--- src/rtl/alu_core_if.sv ---
// alu_core_if: groups the operand/strobe inputs and the result/status outputs
// of alu_core into one bundle.
//   master: drives op/en/a/b and observes the results (stimulus side)
//   slave : receives op/en/a/b and drives the results (alu_core side)
//   op       2   00 xnor, 01 shift, 10 add, 11 mult
//   en       1   start strobe, only honoured while busy=0
//   a, b     W   operands (a[0] is the serial-in bit for shift)
//   Dout*    OW  held result buses
//   busy     1   multiply in progress
//   done     1   one-cycle pulse when a result bus updates
interface alu_core_if #(
    parameter int W  = 3,
    parameter int OW = 6
);
    logic [1:0]    op;
    logic          en;
    logic [W-1:0]  a;
    logic [W-1:0]  b;
    logic [OW-1:0] Doutxnor;
    logic [OW-1:0] Doutshift;
    logic [OW-1:0] Doutadd;
    logic [OW-1:0] Doutmult;
    logic          busy;
    logic          done;

    modport master (
        output op, en, a, b,
        input  Doutxnor, Doutshift, Doutadd, Doutmult, busy, done
    );

    modport slave (
        input  op, en, a, b,
        output Doutxnor, Doutshift, Doutadd, Doutmult, busy, done
    );
endinterface

--- src/rtl/alu_core.sv ---
// alu_core: compute stage ahead of the ALU display stage.
// On a start strobe while idle, one of four held result buses is updated:
// XNOR, shift and add finish in one cycle; multiply is a W-cycle shift-add.
// Ports:
//   clk  in  system clock, all logic on posedge
//   rst  in  synchronous active-high reset
//   bus  alu_core_if.slave: op/en/a/b in, Dout*/busy/done out
// Optional feature macro ALU_ACCUM_EN: op 10 becomes a saturating
// accumulate (Doutadd <= min(Doutadd + a + b, 2^OW-1)) instead of a+b.
module alu_core #(
    parameter int W  = 3,
    parameter int OW = 6
) (
    input  logic       clk,
    input  logic       rst,
    alu_core_if.slave  bus
);
    localparam int CW = (W > 1) ? $clog2(W) : 1;
    localparam logic [CW-1:0] LAST = CW'(W - 1);

    typedef enum logic {IDLE, MUL} state_t;

    state_t        r_state, w_state_nxt;
    logic [OW-1:0] r_xnor, r_shift, r_add, r_mult;
    logic [OW-1:0] r_mcand, r_acc;
    logic [W-1:0]  r_mplier;
    logic [CW-1:0] r_cnt;
    logic          r_done;
    logic          w_start;
    logic [OW-1:0] w_acc_nxt;

    assign w_start = (r_state == IDLE) && bus.en;

    // Partial product including this edge's term, so the last MUL edge can
    // publish the complete product directly.
    assign w_acc_nxt = r_mplier[r_cnt] ? (r_acc + (r_mcand << r_cnt)) : r_acc;

`ifdef ALU_ACCUM_EN
    // One extra bit catches the overflow used for saturation.
    logic [OW:0] w_sum;
    assign w_sum = {1'b0, r_add} + (OW+1)'(bus.a) + (OW+1)'(bus.b);
`endif

    always_ff @(posedge clk) begin
        if (rst) r_state <= IDLE;
        else     r_state <= w_state_nxt;
    end

    always_comb begin
        w_state_nxt = r_state;
        case (r_state)
            IDLE:    if (w_start && bus.op == 2'b11) w_state_nxt = MUL;
            MUL:     if (r_cnt == LAST) w_state_nxt = IDLE;
            default: w_state_nxt = IDLE;
        endcase
    end

    always_ff @(posedge clk) begin
        if (rst) begin
            r_xnor   <= '0;
            r_shift  <= '0;
            r_add    <= '0;
            r_mult   <= '0;
            r_mcand  <= '0;
            r_mplier <= '0;
            r_acc    <= '0;
            r_cnt    <= '0;
            r_done   <= 1'b0;
        end else begin
            r_done <= 1'b0;
            if (w_start) begin
                case (bus.op)
                    2'b00: begin
                        r_xnor <= {{(OW-W){1'b0}}, ~(bus.a ^ bus.b)};
                        r_done <= 1'b1;
                    end
                    2'b01: begin
                        r_shift <= {r_shift[OW-2:0], bus.a[0]};
                        r_done  <= 1'b1;
                    end
                    2'b10: begin
`ifdef ALU_ACCUM_EN
                        r_add <= w_sum[OW] ? {OW{1'b1}} : w_sum[OW-1:0];
`else
                        r_add <= OW'(bus.a) + OW'(bus.b);
`endif
                        r_done <= 1'b1;
                    end
                    default: begin
                        r_mcand  <= {{(OW-W){1'b0}}, bus.a};
                        r_mplier <= bus.b;
                        r_acc    <= '0;
                        r_cnt    <= '0;
                    end
                endcase
            end else if (r_state == MUL) begin
                r_acc <= w_acc_nxt;
                r_cnt <= r_cnt + 1'b1;
                if (r_cnt == LAST) begin
                    r_mult <= w_acc_nxt;
                    r_done <= 1'b1;
                end
            end
        end
    end

    assign bus.Doutxnor  = r_xnor;
    assign bus.Doutshift = r_shift;
    assign bus.Doutadd   = r_add;
    assign bus.Doutmult  = r_mult;
    assign bus.busy      = (r_state == MUL);
    assign bus.done      = r_done;
endmodule
--- src/flat_wrapper.sv ---
// flat-port wrapper written by rule: the top's interface ports become plain ports
module alu_core_flat 
#(
    parameter int W  = 3,
    parameter int OW = 6
)
  (clk, rst, bus_op, bus_en, bus_a, bus_b, bus_Doutxnor, bus_Doutshift, bus_Doutadd, bus_Doutmult, bus_busy, bus_done);
  alu_core_if #(.W(W), .OW(OW)) bus_i ();
  input  logic clk;
  input  logic rst;
  input wire logic [$bits(bus_i.op)-1:0] bus_op;
  input wire logic [$bits(bus_i.en)-1:0] bus_en;
  input wire logic [$bits(bus_i.a)-1:0] bus_a;
  input wire logic [$bits(bus_i.b)-1:0] bus_b;
  output wire logic [$bits(bus_i.Doutxnor)-1:0] bus_Doutxnor;
  output wire logic [$bits(bus_i.Doutshift)-1:0] bus_Doutshift;
  output wire logic [$bits(bus_i.Doutadd)-1:0] bus_Doutadd;
  output wire logic [$bits(bus_i.Doutmult)-1:0] bus_Doutmult;
  output wire logic [$bits(bus_i.busy)-1:0] bus_busy;
  output wire logic [$bits(bus_i.done)-1:0] bus_done;
  assign bus_i.op = bus_op;
  assign bus_i.en = bus_en;
  assign bus_i.a = bus_a;
  assign bus_i.b = bus_b;
  assign bus_Doutxnor = bus_i.Doutxnor;
  assign bus_Doutshift = bus_i.Doutshift;
  assign bus_Doutadd = bus_i.Doutadd;
  assign bus_Doutmult = bus_i.Doutmult;
  assign bus_busy = bus_i.busy;
  assign bus_done = bus_i.done;
  alu_core #(.W(W), .OW(OW)) u_core (.clk(clk), .rst(rst), .bus(bus_i));
endmodule
--- config.mk ---
export PLATFORM = sky130hd
export DESIGN_NAME = alu_core_flat
export DESIGN_NICKNAME = d
export VERILOG_FILES = /design/src/rtl/alu_core_if.sv /design/src/rtl/alu_core.sv /design/src/flat_wrapper.sv
export SDC_FILE = /design/constraint.sdc
export NUM_CORES = 1
export LEC_CHECK = 0
export BUFFER_PORTS_ARGS = -buffer_cell sky130_fd_sc_hd__buf_2
export CORE_MARGIN = 1
export CORE_UTILIZATION = 44
export CTS_CLUSTER_SIZE = 10
export DETAILED_ROUTE_END_ITERATION = 8
export PLACE_DENSITY = 0.75
export SLEW_MARGIN = 5
export SYNTH_ARGS = -nofsm -noshare
export SYNTH_HDL_FRONTEND = slang
export SYNTH_SLANG_ARGS = --single-unit
--- constraint.sdc ---
create_clock -name clk -period 2.66 [get_ports clk]
set_clock_uncertainty 0.05 [all_clocks]
set_input_delay 0.133 -clock clk [delete_from_list [all_inputs] [get_ports clk]]
set_output_delay 0.133 -clock clk [all_outputs]
set_load 0.03 [all_outputs]
[Word-level counts from Yosys, hierarchy flattened]
Cells that the tools add are included.
Word-level totals
  register bits: 37
  bits of input ports: 11
  output and inout bits: 26
  word-level logic and storage cells: 52
Cells by class
  $add $sub $neg: 3
  $lt $le $gt $ge: 1
  equality and inequality tests: 5
  shift-type cells: 1
  multiplexer cells: 16
  bitwise operators: 5
  reduce and logical (&&, ||, !) cells: 11
Operator list (number)
  6-bit 2-to-1 mux: 4
  2-bit AND reduction: 5
  1-bit 2-to-1 mux: 7
  6-bit adder: 1
  2-bit equality test (second input constant): 3
  2-bit 2-to-1 mux: 3
  3-bit by 2-bit << shifter with 6-bit output: 1
  3-bit by 3-bit adder with 4-bit output: 1
  2-bit by 3-bit less-than comparator with 1-bit output (second input constant): 1
  1-bit inverter: 3
  3-bit inverter: 1
  3-bit AND reduction: 1
  3-bit OR reduction: 1
  3-bit bitwise XOR: 1
  2-bit by 1-bit adder with 2-bit output (second input constant): 1
  1-bit binary-select mux with 2-bit select: 1
  2-bit by 1-bit equality test with 1-bit output (second input constant): 1
  1-bit logical AND: 2
  2-bit logical NOT: 1
  2-bit != test (second input constant): 1
  1-bit one-hot mux with 2 select lines: 1
  2-bit nonzero test: 1

[Depth between registers and ports, before layout]
Gate-level depths: netlist of run 1.
  depth in word-level cells: 5
  mapped depth: 12
  mapped depth without buffers: 11

[Least setup slack after synthesis of run 1]
No wires, ideal clock.
  path type: register to register
  start: register u_core.r_cnt[0]
  end: register u_core.r_mult[5], in the netlist u_core.bus.Doutmult[5]
  data arrival time: 2002 ps
  required time: 2495 ps
  setup slack: 492 ps
  cell stages (with the launch flop): 11
  buffers on the path: 1
  path through: dfxtp_1 -> buf_4 -> mux2i_1 -> or2_2 -> inv_1 -> ha_1 -> a211oi_1 -> o21bai_1 -> a21oi_1 -> nand3_1 -> a31o_1
On the way
  longest elaborated chain between the ends: 3
  elaborated cells on any way between the ends: 7
  classes of those cells: add/sub (1); eq/ne (1); shift (1); mux (3); reduce/logical (1)
RTL lines
  from (decl): line alu_core.sv:27  | logic [CW-1:0] r_cnt;
  from (signal assigned): line alu_core.sv:98  | r_cnt <= r_cnt + 1'b1;
  3-bit by 2-bit << shifter with 6-bit output / 1-bit binary-select mux with 2-bit select (equally long branches): line alu_core.sv:36  | assign w_acc_nxt = r_mplier[r_cnt] ? (r_acc + (r_mcand << r_cnt)) : r_acc;
  6-bit adder / 1-bit 2-to-1 mux (equally long branches): line alu_core.sv:36
  6-bit 2-to-1 mux: line alu_core.sv:36
  to (signal assigned): line alu_core.sv:100  | r_mult <= w_acc_nxt;
  to (decl): line alu_core.sv:24  | logic [OW-1:0] r_xnor, r_shift, r_add, r_mult;
Parallel ways exist; a longest one is shown, timed or not. The select of a mux whose other input is x is not followed.
A chain may end at the register's enable or synchronous reset.

[Worst setup path in the final report of run 1]
Same ends and word-level chain as after synthesis.

==> results of run 1 <==
-- path summary, 6_finish.rpt --
path	start	endpoint	slack (ns)	cells after the start
hold reg to reg	u_core.r_mplier[0]	u_core.r_mplier[0]	0.41	2
hold / removal	bus_b[0]	u_core.r_mplier[0]	0.04	3
setup / recovery	u_core.r_cnt[0]	u_core.bus.Doutmult[5]	0.35	8
setup reg to reg	u_core.r_cnt[0]	u_core.bus.Doutmult[5]	0.35	8
-- metrics by stage --
step / instance area, sq um / hold slack, ns / power (W)
2_1_floorplan: 1820 / 0.219 / 0.000652
3_3_place_gp: 1950 / 0.346 / 0.000674
3_5_place_dp: 1950 / 0.348 / 0.000676
4_1_cts: 2040 / 0.0408 / 0.00105
5_1_grt: 2040 / 0.0469 / 0.00109
6_report: 2040 / 0.0385 / 0.00104
-- repair_timing --
item	4_1_cts	5_1_grt
endpoints found under the setup margin	0	1
buffers inserted	0	0
gates resized for setup	0	1
-- power breakdown --
group | leakage (nW) | total (W) | switching (W) | internal (W)
Clock | 0.0402 | 0.000377 | 0.000195 | 0.000182
Combinational | 0.522 | 0.000117 | 0.0000768 | 0.0000404
Sequential | 0.283 | 0.000547 | 0.0000117 | 0.000536
Total | 0.845 | 0.00104 | 0.000283 | 0.000758
-- state kept, by name, indices dropped and copies added, names as in the netlist --
signal	cells
u_core.r_acc	6
u_core.bus.Doutadd	4
u_core.r_mcand	3
u_core.r_mplier	3
u_core.bus.busy	1
u_core.bus.Doutmult	6
u_core.bus.Doutshift	6
u_core.bus.Doutxnor	3
u_core.bus.done	1
u_core.r_cnt	2
-- metal layers --
| layer | vias up | part of all wire, % | GRT usage (%) |
|---|---|---|---|
| met5 | - | 0 | 0 |
| li1 | 766 | - | - |
| met4 | 0 | 1.9 | 7.18 |
| met1 | 690 | 47 | 21.7 |
| met3 | 6 | 5.4 | 4.83 |
| met2 | 38 | 46 | 29.8 |
-- layout make-up --
class,count,share of cell area (%)
repair buffers,32,7.97
inverters,9,1.65
flip-flops and latches,35,34.3
well taps,48,2.94
clock buffers,5,3.37
clock inverters,3,0.980
multi-input cells,154,48.8
-- synthesized netlist by cell type, types with 2 or more instances --
cell type / count / area [sq um]
sky130_fd_sc_hd__a211oi_1: 8 / 60.1
sky130_fd_sc_hd__a21o_1: 2 / 15.0
sky130_fd_sc_hd__a21oi_1: 17 / 85.1
sky130_fd_sc_hd__a22oi_1: 2 / 15.0
sky130_fd_sc_hd__and3_1: 2 / 12.5
sky130_fd_sc_hd__buf_2: 2 / 10.0
sky130_fd_sc_hd__buf_4: 8 / 60.1
sky130_fd_sc_hd__clkbuf_1: 6 / 22.5
sky130_fd_sc_hd__dfxtp_1: 35 / 701
sky130_fd_sc_hd__fa_1: 2 / 40.0
sky130_fd_sc_hd__ha_1: 9 / 113
sky130_fd_sc_hd__inv_1: 9 / 33.8
sky130_fd_sc_hd__mux2i_1: 14 / 140
sky130_fd_sc_hd__nand2_1: 24 / 90.1
sky130_fd_sc_hd__nand2b_1: 2 / 12.5
sky130_fd_sc_hd__nand3_1: 4 / 20.0
sky130_fd_sc_hd__nand4_1: 2 / 12.5
sky130_fd_sc_hd__nor2_1: 25 / 93.8
sky130_fd_sc_hd__nor2b_1: 3 / 18.8
sky130_fd_sc_hd__nor3_1: 4 / 20.0
sky130_fd_sc_hd__o21ai_0: 5 / 25.0
sky130_fd_sc_hd__or3_1: 2 / 12.5
sky130_fd_sc_hd__xnor2_1: 2 / 17.5
-- cell families (layout without fill, tap and decap cells) --
kind of cell	Yosys count	after routing	synth area share, %
and+or+nand+nor	76	76	19.6
AOI/OAI and AO/OA	43	43	15.3
DFF	35	35	38.8
buffers and inverters	25	49	7.00
muxes	16	16	9.15
adders and majority gates	11	11	8.46
xor gates and xnor gates	3	3	1.46
other	1	5	0.208
-- worst reg2reg max path, cell delays in order (launching register included) --
cell and delay (ns):
sky130_fd_sc_hd__dfxtp_1 0.48, sky130_fd_sc_hd__mux2i_1 0.28, sky130_fd_sc_hd__mux2i_1 0.11, sky130_fd_sc_hd__ha_1 0.33
sky130_fd_sc_hd__o21ai_0 0.12, sky130_fd_sc_hd__o21bai_1 0.18, sky130_fd_sc_hd__a21oi_2 0.10, sky130_fd_sc_hd__or3_1 0.37
sky130_fd_sc_hd__a31o_1 0.18
==> run summary, run 1 <==
The static power due to leakage came out at between 0.8 and 0.9 nW. The register area share after synthesis is 38.8%. The die footprint is 4360 sq um. TritonCTS created 5 clock buffers.

The path class of the tightest hold or removal check is in -> reg. The final worst setup slack is around 0.35 ns. The headroom to the max-slew limit came out at approximately 60%. The maximum single-stage delay on the critical path is between 0.4 and 0.5 ns. The x dimension of the die is roughly 66 microns. OpenSTA, run right after detailed placement, puts the worst setup slack at around 0.33 ns.

The clock latency on the worst-skew pair is ~0.29 ns. Counting both buffers and inverters, the worst setup path holds a total of 0. The effective utilization at floorplan came out at a little under half. On the critical path the largest part of the delay comes from compound AO/OA/AOI/OAI gates. Across every metal layer, demand over resource in global routing totals 17.9%. STA classifies the critical path endpoint as a flop.

Summed over all failing endpoints, the final setup total negative slack is 0 ns. The count of buffers added on input and output ports is 31. Counting along the longest clock path gives a buffer depth of 2. The initial detailed-routing violation count came out at 66.

The post-route DRC violation count came out at 0. The number of failing hold endpoints at the final stage was 0. The final-layout fill cell count came out at around 380. The synthesis warning total came out at 0.

The transition time of the tightest slew-check pin came out at around 0.60 ns. The aggregate global routing overflow is 0. Setup repair after global routing left no endpoint under its margin. The signal on the critical path passes through mux2i_1 > mux2i_1 > ha_1 > o21ai_0 > o21bai_1 > a21oi_2 > or3_1 > a31o_1. The multi-input combinational cells in the finished layout cover a total of around 1000 sq um. The count of max-cap constraint violations came out at 0. In this design, the critical path's most frequently occurring cell is sky130_fd_sc_hd__mux2i_1. The synthesized netlist occupies a cell area of 1800 sq um.

In the final layout, the share of cells above drive strength 1 is between 20 and 25%. In the layout the commonest cells are 35 x sky130_fd_sc_hd__dfxtp_1, 31 x sky130_fd_sc_hd__buf_2, 25 x sky130_fd_sc_hd__nor2_1. The power density over cell area came out at a little over 500 nW/um^2. The TritonCTS sink count came out at 35. The pin count of the biggest net entering global routing is 34. The final layout contains 259 nets. The utilization after layout is a little over half. The maximum fanout along the worst path is 7. The floorplan has 22 rows.

The hold buffer count at CTS came out at 0. The number of placed instances, taps included, is approximately 280. At the worst endpoint, the arrival time is approximately 2.4 ns. After clock tree synthesis, the clock-pin slew on the worst setup and hold paths is approximately 0.07 ns. The congestion estimate from routability-driven global placement came to 0.902.

The library cell used most frequently in the layout, excluding fill and tap cells, is sky130_fd_sc_hd__dfxtp_1. In the synthesized netlist, the number of instances is 210. The flow ran to the end, and the final reports show no timing, DRC or antenna violations.

The number of distinct library cell variants in the gate-level netlist after synthesis is 44. The average cell area after synthesis is 8.59 sq um. The total core area is 3800 sq um.

The number of endpoints failing setup at the final stage came out at 0. The detailed-routing iteration count for the pre-antenna-repair pass came out at 4. The repair_antennas step left the layout with diodes totalling 0.

The initial antenna violation count came to 0. The top-level port count came out at 37. The final critical path takes up 86.7% of the cycle. The first global-routing pass estimated between 5000 and 6000 microns of wire. The slowest stage of the critical path is the sky130_fd_sc_hd__dfxtp_1 cell. The number of H-tree levels is 2.

The number of routed nets with antenna violations is 0. The worst path in the final design needs a cycle of roughly 2.3 ns, including I/O delays and setup. The area growth from synthesis to layout is 13.2%. The total wire length is 3460 microns.

The via count of the first global-routing pass came out at 1374. The final number of max-transition violations was 0. Of all flip-flops after synthesis, the portion carrying an async set or reset was 0%. The combined flip-flop and latch cell area is approximately 700 sq um. The critical path start-end classification is reg -> reg. The data required time of the critical path is about 2.8 ns. The fmax is approximately 0.43 GHz. For this run, the number of standard cells in the final layout without fillers is 286. The maximum vdd ir drop came out at slightly above 0.3 mV. The TritonCTS clock tree is yes. The number of synthesized flops with an enable pin is 0. The half-perimeter wire length of the detailed placement result came out at roughly 2600 microns. The height of the die came out at 66.0 microns. The worst setup path is launched from a flop. The synthesis-stage register bit count came out at 35.

The per-cell routed wire length came out at 12.1 microns. The CTS root buffer is sky130_fd_sc_hd__clkbuf_8. The most used flip-flop cell after synthesis is sky130_fd_sc_hd__dfxtp_1. The via count of the routed design came out at 1500. The via density per instance is ~5.2.
Note: power is estimated with default switching activity, not from simulation.
==> inputs of run 2 (changes only) <==
==> constraint.sdc (replaced) <==
create_clock -name clk -period 2.5 [get_ports clk]
set_clock_uncertainty 0.05 [all_clocks]
set_input_delay 0.125 -clock clk [delete_from_list [all_inputs] [get_ports clk]]
set_output_delay 0.125 -clock clk [all_outputs]
set_load 0.03 [all_outputs]
==> run summary, run 2 (synthesis gave the netlist of run 1 again) <==
The per-cell routed wire length is around 12 microns. The cell sitting at the root of the clock tree is a sky130_fd_sc_hd__clkbuf_8. The internal power is between 0.0008 and 0.0009 W. Counting every sink on the clock net gives 35. The placement-stage cell area is 1950 sq um. The number of endpoints failing setup at the final stage is 0. The height of the die is 66.0 microns. The worst setup path is captured at a flop. For the worst flop-to-flop path, the logic depth is 8. The detail route stage leaves a number of antenna-violating nets equal to 0. The first global-routing pass estimated about 6000 microns of wire. The flow ran to the end, and the final reports show no timing, DRC or antenna violations. The pin count of the biggest net entering global routing is 34.

The top-level port count came out at 37. The combined flip-flop and latch cell area is 702 sq um. The H-tree generated during clock tree synthesis spans 2 levels. For this configuration, the core starts out at a cell density of approximately 47%.

Registers are responsible for 53.1% of the overall power. For the pin with the worst max-slew slack, the measured transition is approximately 0.61 ns. The via count of the routed design came out at around 1500.

The area growth from synthesis to layout is 13.0%. The total wire length is roughly 3400 microns. The share of power burned in the clock network came out at 35.5%. The initial detailed-routing violation count came out at 58. The detailed-routing iteration count for the pre-antenna-repair pass came out at 4. The number of setup buffers added after CTS is 0. The fraction of final layout cells with drive strength greater than 1 came out at approximately a fifth.

The final-layout fill cell count is about 380. Net switching is 26.4% of the power. Clock tree synthesis inserted a total of 5 buffers.

In the global route stage, overall resource usage came out at a little under a fifth. The maximum fanout along the worst path came out at 7. The net switching power figure came out at between 0.0002 and 0.0003 W. The total overflow left after global routing is 0. The path class of the tightest hold or removal check is in -> reg.

The data arrival time of the critical path is about 2.4 ns. Counting instances, the worst hold path has a depth of 3. The headroom to the max-slew limit came out at between 50% and 60%. The data required time of the critical path is roughly 2.6 ns. The library cells used most frequently in the layout, excluding fill and tap cells, are 34 x sky130_fd_sc_hd__dfxtp_1, 31 x sky130_fd_sc_hd__buf_2, 25 x sky130_fd_sc_hd__nor2_1. The number of nets in the finished design came out at 259.

The critical path start-end classification is reg -> reg. The most frequent standard cell in the layout excluding fill and tap cells is sky130_fd_sc_hd__dfxtp_1. The via count of the first global-routing pass is 1425. The die footprint is 4360 sq um. The initial antenna violation count is 0. Summing all non-filler instances in the final layout gives an area of 2040 sq um. Power spread over the standard cell area amounts to 538 nW/um^2. In this run the tool buffered the top-level ports with 31 buffer cells.

The CTS clock-pin slew for the worst setup and hold paths came out at about 0.070 ns. The via density per instance is approximately 5.2. For the worst-skew pair, the clock arrives at the later sink with an insertion delay of 0.29 ns.

The hold buffer count at CTS came out at 0. The final weighted congestion in routability-driven placement came out at approximately 0.90. The final number of max-transition violations came to 0. The final sum of negative setup slack came out at 0 ns. The fmax came out at 0.448 GHz.

The diode insertion count for antenna repair came out at 0. Summed over all cells, the static leakage comes to ~0.85 nW. Max-cap violations in this run came to 0. The wire-length estimate of the detail-placed layout is between 2000 and 3000 microns. The largest buffer count on any clock path is 2.

STA classifies the critical path startpoint as a flop. Across the VDD grid, the largest voltage drop is approximately 0.36 mV. The final period utilization came out at roughly nine tenths.

The TritonCTS clock tree is yes. The total core area is 3800 sq um. The floorplan step set the die width to around 66 microns. The floorplan row count is 22. Summing all multi-input logic gate instances after layout gives 996 sq um. The clock period minus final worst setup slack is approximately 2.2 ns. The relative contribution of combinational cells to total power is between 10 and 15%. The number of failing hold endpoints at the final stage came out at 0. The post-route DRC violation count came out at 0. Setup repair after global routing left no endpoint under its margin.
run 2: changes by cell type in the layout (fill, tap and decap cells not counted):
cell | previous run | this run
sky130_fd_sc_hd__clkbuf_1 | 0 | 1
sky130_fd_sc_hd__clkinvlp_4 | 2 | 1
sky130_fd_sc_hd__dfxtp_2 | 0 | 1
sky130_fd_sc_hd__dfxtp_1 | 35 | 34
run 2: final cells by class:
class / count / share of cell area [%]
multi-input combinational: 154 / 48.8
sequential: 35 / 34.4
timing repair buffer: 32 / 7.98
clock buffer: 6 / 3.56
tap: 48 / 2.94
inverter: 9 / 1.66
clock inverter: 2 / 0.613
run 2: through the flow:
step / utilization, % / cells / power, W / setup WS, ns / hold slack, ns
6_report: 53.7 / 286 / 0.00110 / 0.269 / 0.0330
5_1_grt: 53.7 / 286 / 0.00115 / 0.0284 / 0.0490
4_1_cts: 53.6 / 286 / 0.00111 / 0.139 / 0.0306
3_5_place_dp: 51.3 / 278 / 0.000720 / 0.179 / 0.341
3_3_place_gp: 51.3 / 278 / 0.000717 / 0.223 / 0.338
2_1_floorplan: - / 214 / 0.000694 / 0.332 / 0.211
run 2: worst max-delay path: stages, from the launching register on:
cell                       delay [ns]
sky130_fd_sc_hd__dfxtp_2         0.41
sky130_fd_sc_hd__mux2i_1         0.27
sky130_fd_sc_hd__mux2i_1         0.12
sky130_fd_sc_hd__ha_1            0.34
sky130_fd_sc_hd__o21ai_0         0.12
sky130_fd_sc_hd__o21bai_1        0.20
sky130_fd_sc_hd__a21oi_2         0.10
sky130_fd_sc_hd__or3_1           0.35
sky130_fd_sc_hd__a31o_1          0.17
run 2: worst paths after layout:
check                     startpoint                      to  slack, ns
setup / recovery     u_core.r_cnt[0]  u_core.bus.Doutmult[5]       0.27
hold reg to reg   u_core.r_mplier[0]      u_core.r_mplier[0]       0.41
hold / removal              bus_b[0]      u_core.r_mplier[0]       0.03
setup reg to reg     u_core.r_cnt[0]  u_core.bus.Doutmult[5]       0.27
run 2: layer usage:
layer	share of wire, %	global-route usage (%)	vias to the layer above
met4	2.0	9.04	0
met5	0	0	-
met2	47	29.6	29
met3	3.7	4.83	7
li1	-	-	765
met1	47	21.6	700
run 2: power by group through the flow:
stage          clock network, W  logic [W]  registers (W)
6_report               0.000390   0.000125       0.000583
3_5_place_dp                  0   0.000125       0.000595
4_1_cts                0.000402   0.000126       0.000583
2_1_floorplan                 0  0.0000897       0.000604
3_3_place_gp                  0   0.000122       0.000594
5_1_grt                0.000423   0.000139       0.000585
run 2: what timing repair did:
action / 4_1_cts / 5_1_grt
endpoints found under the hold margin: 0 / 0
setup endpoints to repair: 0 / 3
gates resized for setup: 0 / 2
